$ cat config.mk
export PLATFORM = sky130hd
export DESIGN_NAME = sargantana_icache_refill_ctrl
export DESIGN_NICKNAME = d
export VERILOG_FILES = /design/src/rtl/sargantana_icache_refill_ctrl.sv
export SDC_FILE = /design/constraint.sdc
export NUM_CORES = 1
export LEC_CHECK = 0
export BUFFER_PORTS_ARGS = -buffer_cell sky130_fd_sc_hd__buf_2
export CAP_MARGIN = 20
export CORE_AREA = 3 3 242 244
export CTS_CLUSTER_DIAMETER = 50
export CTS_CLUSTER_SIZE = 30
export DETAILED_ROUTE_END_ITERATION = 10
export DIE_AREA = 0 0 245 247
export PLACE_DENSITY = 0.48
export SLEW_MARGIN = 20
export SYNTH_ARGS = -nofsm -noshare
export SYNTH_HDL_FRONTEND = slang
export SYNTH_SLANG_ARGS = --single-unit
$ cat constraint.sdc
create_clock -name clk_i -period 1.72 [get_ports clk_i]
set_input_delay 0.086 -clock clk_i [delete_from_list [all_inputs] [get_ports clk_i]]
set_output_delay 0.086 -clock clk_i [all_outputs]
set_load 0.005 [all_outputs]
$ cat src/rtl/sargantana_icache_refill_ctrl.sv
// ============================================================================
// sargantana_icache_refill_ctrl
//   Owns the icache array write port: line refills from IFILL and invalidations.
// Revision: 1.0
// ============================================================================
`default_nettype none

module sargantana_icache_refill_ctrl #(
  parameter int N_WAY     = 4,
  parameter int DEPTH     = 128,
  parameter int IDX_W     = $clog2(DEPTH),
  parameter int TAG_W     = 20,
  parameter int PADDR_W   = 27,
  parameter int LINE_W    = 256,
  parameter int LAST_BEAT = 3,
  parameter int WAY_W     = $clog2(N_WAY)
) (
  input  logic               clk_i,
  input  logic               rst_i,
  input  logic               miss_valid_i,
  output logic               miss_ready_o,
  input  logic [PADDR_W-1:0] miss_paddr_i,
  input  logic [WAY_W-1:0]   miss_way_i,
  input  logic               kill_i,
  input  logic               inval_valid_i,
  output logic               inval_ready_o,
  input  logic               inval_all_i,
  input  logic [IDX_W-1:0]   inval_idx_i,
  input  logic [WAY_W-1:0]   inval_way_i,
  output logic               ifill_req_valid_o,
  output logic [WAY_W-1:0]   ifill_req_way_o,
  output logic [PADDR_W-1:0] ifill_req_paddr_o,
  input  logic               ifill_ack_i,
  input  logic               ifill_resp_valid_i,
  input  logic [1:0]         ifill_resp_beat_i,
  input  logic [LINE_W-1:0]  ifill_resp_data_i,
  output logic               wr_en_o,
  output logic [N_WAY-1:0]   wr_way_o,
  output logic [IDX_W-1:0]   wr_idx_o,
  output logic [TAG_W-1:0]   wr_tag_o,
  output logic               wr_vbit_o,
  output logic [LINE_W-1:0]  wr_data_o,
  output logic               done_o,
  output logic               busy_o
);

  typedef enum logic [2:0] {
    S_IDLE      = 3'd0,
    S_REQ       = 3'd1,
    S_WAIT_RESP = 3'd2,
    S_WRITE     = 3'd3,
    S_DRAIN     = 3'd4,
    S_INV_ONE   = 3'd5,
    S_INV_ALL   = 3'd6
  } state_t;

  state_t           r_state;
  logic [IDX_W-1:0] r_inv_cnt;
  logic             w_idle;
  logic             w_last;

  function automatic logic [N_WAY-1:0] f_onehot(input logic [WAY_W-1:0] way);
    f_onehot      = '0;
    f_onehot[way] = 1'b1;
  endfunction

  assign w_idle        = (r_state == S_IDLE);
  assign w_last        = ifill_resp_valid_i && (ifill_resp_beat_i == 2'(LAST_BEAT));
  assign miss_ready_o  = w_idle & ~inval_valid_i & ~rst_i;
  assign inval_ready_o = w_idle & ~rst_i;
  assign busy_o        = ~w_idle;

  // The IFILL request registers double as the latched miss address/way.
  always_ff @(posedge clk_i) begin
    if (rst_i) begin
      r_state           <= S_IDLE;
      r_inv_cnt         <= '0;
      ifill_req_valid_o <= 1'b0;
      ifill_req_way_o   <= '0;
      ifill_req_paddr_o <= '0;
      wr_en_o           <= 1'b0;
      wr_way_o          <= '0;
      wr_idx_o          <= '0;
      wr_tag_o          <= '0;
      wr_vbit_o         <= 1'b0;
      wr_data_o         <= '0;
      done_o            <= 1'b0;
    end else begin
      wr_en_o   <= 1'b0;
      wr_way_o  <= '0;
      wr_idx_o  <= '0;
      wr_tag_o  <= '0;
      wr_vbit_o <= 1'b0;
      wr_data_o <= '0;
      done_o    <= 1'b0;

      case (r_state)
        S_IDLE: begin
          if (inval_valid_i) begin
            wr_en_o <= 1'b1;
            if (inval_all_i) begin
              wr_way_o  <= '1;
              r_inv_cnt <= '0;
              r_state   <= S_INV_ALL;
            end else begin
              wr_way_o <= f_onehot(inval_way_i);
              wr_idx_o <= inval_idx_i;
              r_state  <= S_INV_ONE;
            end
          end else if (miss_valid_i) begin
            ifill_req_valid_o <= 1'b1;
            ifill_req_way_o   <= miss_way_i;
            ifill_req_paddr_o <= miss_paddr_i;
            r_state           <= S_REQ;
          end
        end

        S_REQ: begin
          if (kill_i) begin
            ifill_req_valid_o <= 1'b0;
            r_state           <= (ifill_ack_i && !w_last) ? S_DRAIN : S_IDLE;
          end else if (ifill_ack_i) begin
            ifill_req_valid_o <= 1'b0;
            if (w_last) begin
              wr_en_o   <= 1'b1;
              wr_way_o  <= f_onehot(ifill_req_way_o);
              wr_idx_o  <= ifill_req_paddr_o[IDX_W-1:0];
              wr_tag_o  <= ifill_req_paddr_o[PADDR_W-1 -: TAG_W];
              wr_vbit_o <= 1'b1;
              wr_data_o <= ifill_resp_data_i;
              done_o    <= 1'b1;
              r_state   <= S_WRITE;
            end else begin
              r_state <= S_WAIT_RESP;
            end
          end
        end

        S_WAIT_RESP: begin
          if (kill_i) begin
            r_state <= w_last ? S_IDLE : S_DRAIN;
          end else if (w_last) begin
            wr_en_o   <= 1'b1;
            wr_way_o  <= f_onehot(ifill_req_way_o);
            wr_idx_o  <= ifill_req_paddr_o[IDX_W-1:0];
            wr_tag_o  <= ifill_req_paddr_o[PADDR_W-1 -: TAG_W];
            wr_vbit_o <= 1'b1;
            wr_data_o <= ifill_resp_data_i;
            done_o    <= 1'b1;
            r_state   <= S_WRITE;
          end
        end

        S_WRITE:   r_state <= S_IDLE;
        S_INV_ONE: r_state <= S_IDLE;

        S_DRAIN: begin
          if (w_last) r_state <= S_IDLE;
        end

        S_INV_ALL: begin
          if (r_inv_cnt == IDX_W'(DEPTH - 1)) begin
            r_inv_cnt <= '0;
            r_state   <= S_IDLE;
          end else begin
            r_inv_cnt <= r_inv_cnt + 1'b1;
            wr_en_o   <= 1'b1;
            wr_way_o  <= '1;
            wr_idx_o  <= r_inv_cnt + 1'b1;
          end
        end

        default: r_state <= S_IDLE;
      endcase
    end
  end

endmodule

`default_nettype wire

==> reports/summary.txt <==
Post-layout util = 34.0%
Initial cell density of the core = 17.2%
Die width = 245 um
Row cnt = 87
Starting DRT DRC Count = 284
Seq pwr share = 39.3%
Clock Sink Count = 329
Fin Clk Skew = 0.0268 ns
Number of synthesized flops with an enable pin = 0
Power Internal = 15.1 mW
Drt drc = 0
RSZ-0062 raised after global routing = true
Largest net degree at the start of global routing = 50
Sequential fraction of the synthesis area = 67.8%
Crit-path leading delay family = simple AND/OR/NAND/NOR gates
Mean area per synthesized cell = 11.2 um^2
Fin area = 19200 um^2
Slew headroom = 62.1%
Max cap viols = 0
Worst-Margin Slew = 0.568 ns
First-pass GRT wire length = 57700 um
Number of port buffers = 626
Initial antenna violation count = 2
Worst setup EP type = output pin
Status = finished with violations
Fmax = 521 MHz
Yosys warning count = 0
Endpoints failing setup = 274
Final ANT Viol Nets = 0
CTS root buffer = clkbuf_16
CP max-delay cell = or4_4
Clock transition at the registers of the reported paths = 0.06 ns
Max rail drop VDD = 0.597 mV
Nets = 2159
Worst EP required = 1.63 ns
Fillers = 5631
Tot GR Track Use = 12.4%
Pwr dens = 1060 nW/um^2
GRT Residual Overflow = 0
TritonCTS buffer count = 42
Worst hold path type = input port to flip-flop
DRT Pass-1 Iters = 4
Synth cell types = 48
Number of placed I/O pins = 627
Worst path max stage delay = 0.52 ns
Max-slew violations = 0
Post-route insts no fill = 2645
Main synth FF type = dfxtp_1
Sw Pwr = 5.35 mW
Crit path buffers/inverters = 3
WHS = 0.132 ns
CP Cell Sequence = buf_6, or4_4, buf_6, nor2_4, buf_2
Sw Share = 26.1%
Violated checks = setup timing
P_leak = 9.35 nW
Inst Count DP = 2231
Mapped Area = 9710 um^2
Worst-Skew Late Latency = 0.58 ns
TritonCTS clock tree = done
Area post-placement = 13900 um^2
Minimum clock period = 1.92 ns
Clock power share = 46.7%
Layout cells sized above 1 = 43.3%
Gpl congestion = 0.809
Post-synth top area share = 67.8%
Asr flop ratio synth = 0%
Vias in the first global route = 9975
Comb power frac = 14.0%
HPWL after detailed placement = 29100 um
Area occupied by multi-input gates = 3000 um^2
Critical path's most frequent cell = buf_6
Clk buf depth = 3
Synth-to-layout area growth = 97.9%
Via density = 3.66
Total negative slack = -26.25 ns
FF+latch count, synth = 329
WL/cell = 15.5 um
Register area = 6590 um^2
Final Hold Fails = 0
Worst setup SP type = flip-flop
Core Area = 56500 um^2
Die outline area = 60500 um^2
Overall routed net length = 41000 um
Mapped Cells = 865
Area leader, netlist = dfxtp_1
Data arrival time of the critical path = 1.83 ns
Period Utilization, post-route = 112%
Post-route setup slack = -0.200 ns
Post-synth net total = 1170
Total number of vias = 9688
Crit path max fanout = 4
H-Tree Depth = 2
Die H = 247 um
Worst setup path class = flip-flop to output pin
Synth area leaders = dfxtp_1 68%, and2_1 18%, nand2_1 2.8%, a21oi_1 2.6%, clkbuf_2 1.0%
==> worst reg2reg max path: stages (launching register included) <==
cell and delay, ns:
dfxtp_2 0.33, buf_6 0.11, nand3b_4 0.16, a2111oi_4 0.36, and2b_4 0.29, buf_12 0.18
buf_6 0.13, buf_16 0.13, and2_1 0.14
==> routing by layer <==
| layer | share of wire (%) | GRT usage (%) | routed length, um | vias up |
|---|---|---|---|---|
| met5 | 0.032 | 0 | 13 | - |
| met4 | 2.9 | 4.83 | 1190 | 2 |
| met3 | 8.7 | 4.25 | 3550 | 80 |
| met2 | 50 | 21.9 | 20300 | 392 |
| met1 | 39 | 13.6 | 15900 | 4478 |
| li1 | - | - | - | 4736 |
==> state kept, by name, indices dropped and copies added (netlist names) <==
name,count
wr_idx_o,7
wr_en_o,1
wr_data_o,256
wr_tag_o,20
r_inv_cnt,7
wr_way_o,4
ifill_req_paddr_o,27
ifill_req_way_o,2
r_state,3
done_o,1
ifill_req_valid_o,1
==> power by group through the flow <==
stage / Combinational [mW] / Sequential, mW / Clock [mW]
floorplan: 0.788 / 8.17 / 0
CTS: 2.61 / 8.04 / 9.88
global placement: 1.82 / 8.21 / 0
global route: 3.10 / 8.06 / 10.2
finish: 2.87 / 8.04 / 9.55
detailed placement: 1.83 / 8.21 / 0
==> layout by cell type (no fill, tap or decap), types with 7 or more instances in the layout <==
cell type	count
clkbuf_16	50
buf_2	625
buf_4	32
buf_12	7
and2_4	25
dlygate4sd3_1	300
and2_1	253
nand2_1	72
a21oi_1	49
nor2_1	12
dfxtp_1	327
buf_6	15
clkinv_8	10
==> per-stage QoR <==
step	worst slack (ns)	total power [mW]
2_1_floorplan	0.0152	8.96
3_3_place_gp	-0.0442	10.0
3_5_place_dp	-0.0350	10.0
4_1_cts	-0.230	20.5
5_1_grt	-0.257	21.3
6_report	-0.200	20.5
==> cell families (layout without fill, tap and decap cells) <==
family / after synthesis / in the layout / share of synthesized area (%)
compound gates: 79 / 79 / 5.18
xor+xnor: 3 / 3 / 0.271
fa+ha+maj: 1 / 1 / 0.129
buf+inv: 56 / 1078 / 2.87
flops: 329 / 329 / 67.8
mux: 2 / 2 / 0.206
other cells: 0 / 2 / 0
simple gates: 395 / 395 / 23.5
==> cell type report <==
class	instances	area share, %
inverter	4	0.0781
multi-input combinational	480	15.6
antenna	2	0.0260
clock inverter	32	2.44
clock buffer	45	5.74
tap	756	4.92
sequential	329	34.3
timing repair buffer	997	36.9
==> synthesized netlist by cell type (2+ instances only) <==
library cell,instances
a2111oi_0,2
a211oi_1,2
a21o_1,3
a21oi_1,50
a222oi_1,3
a22oi_1,3
a31oi_1,3
and2_1,278
and3_1,2
buf_2,5
buf_4,6
buf_6,2
clkbuf_1,19
clkbuf_2,20
dfxtp_1,329
inv_1,4
mux2i_1,2
nand2_1,72
nand2b_1,3
nand3_1,5
nand3b_1,4
nor2_1,13
nor2b_1,2
nor3_1,5
nor4_1,3
o21bai_1,2
xnor2_1,2
==> final timing paths <==
path         cells after the start               endpoint  slack (ns)                  start
min reg2reg                      2  ifill_req_paddr_o[20]        0.47  ifill_req_paddr_o[20]
max                              5           miss_ready_o       -0.20             r_state[0]
max reg2reg                      8         wr_data_o[184]       -0.16             r_state[1]
min                              5             r_state[0]        0.13          inval_valid_i
==> what timing repair did <==
item	in CTS	in global routing
setup endpoints to repair	17	317
endpoints found under the hold margin	304	0
setup buffers	7	19
gates cloned	4	7
resized for setup	20	55
pin swaps	20	29
hold buffers	300	0
Note: power is estimated with default switching activity, not from simulation.
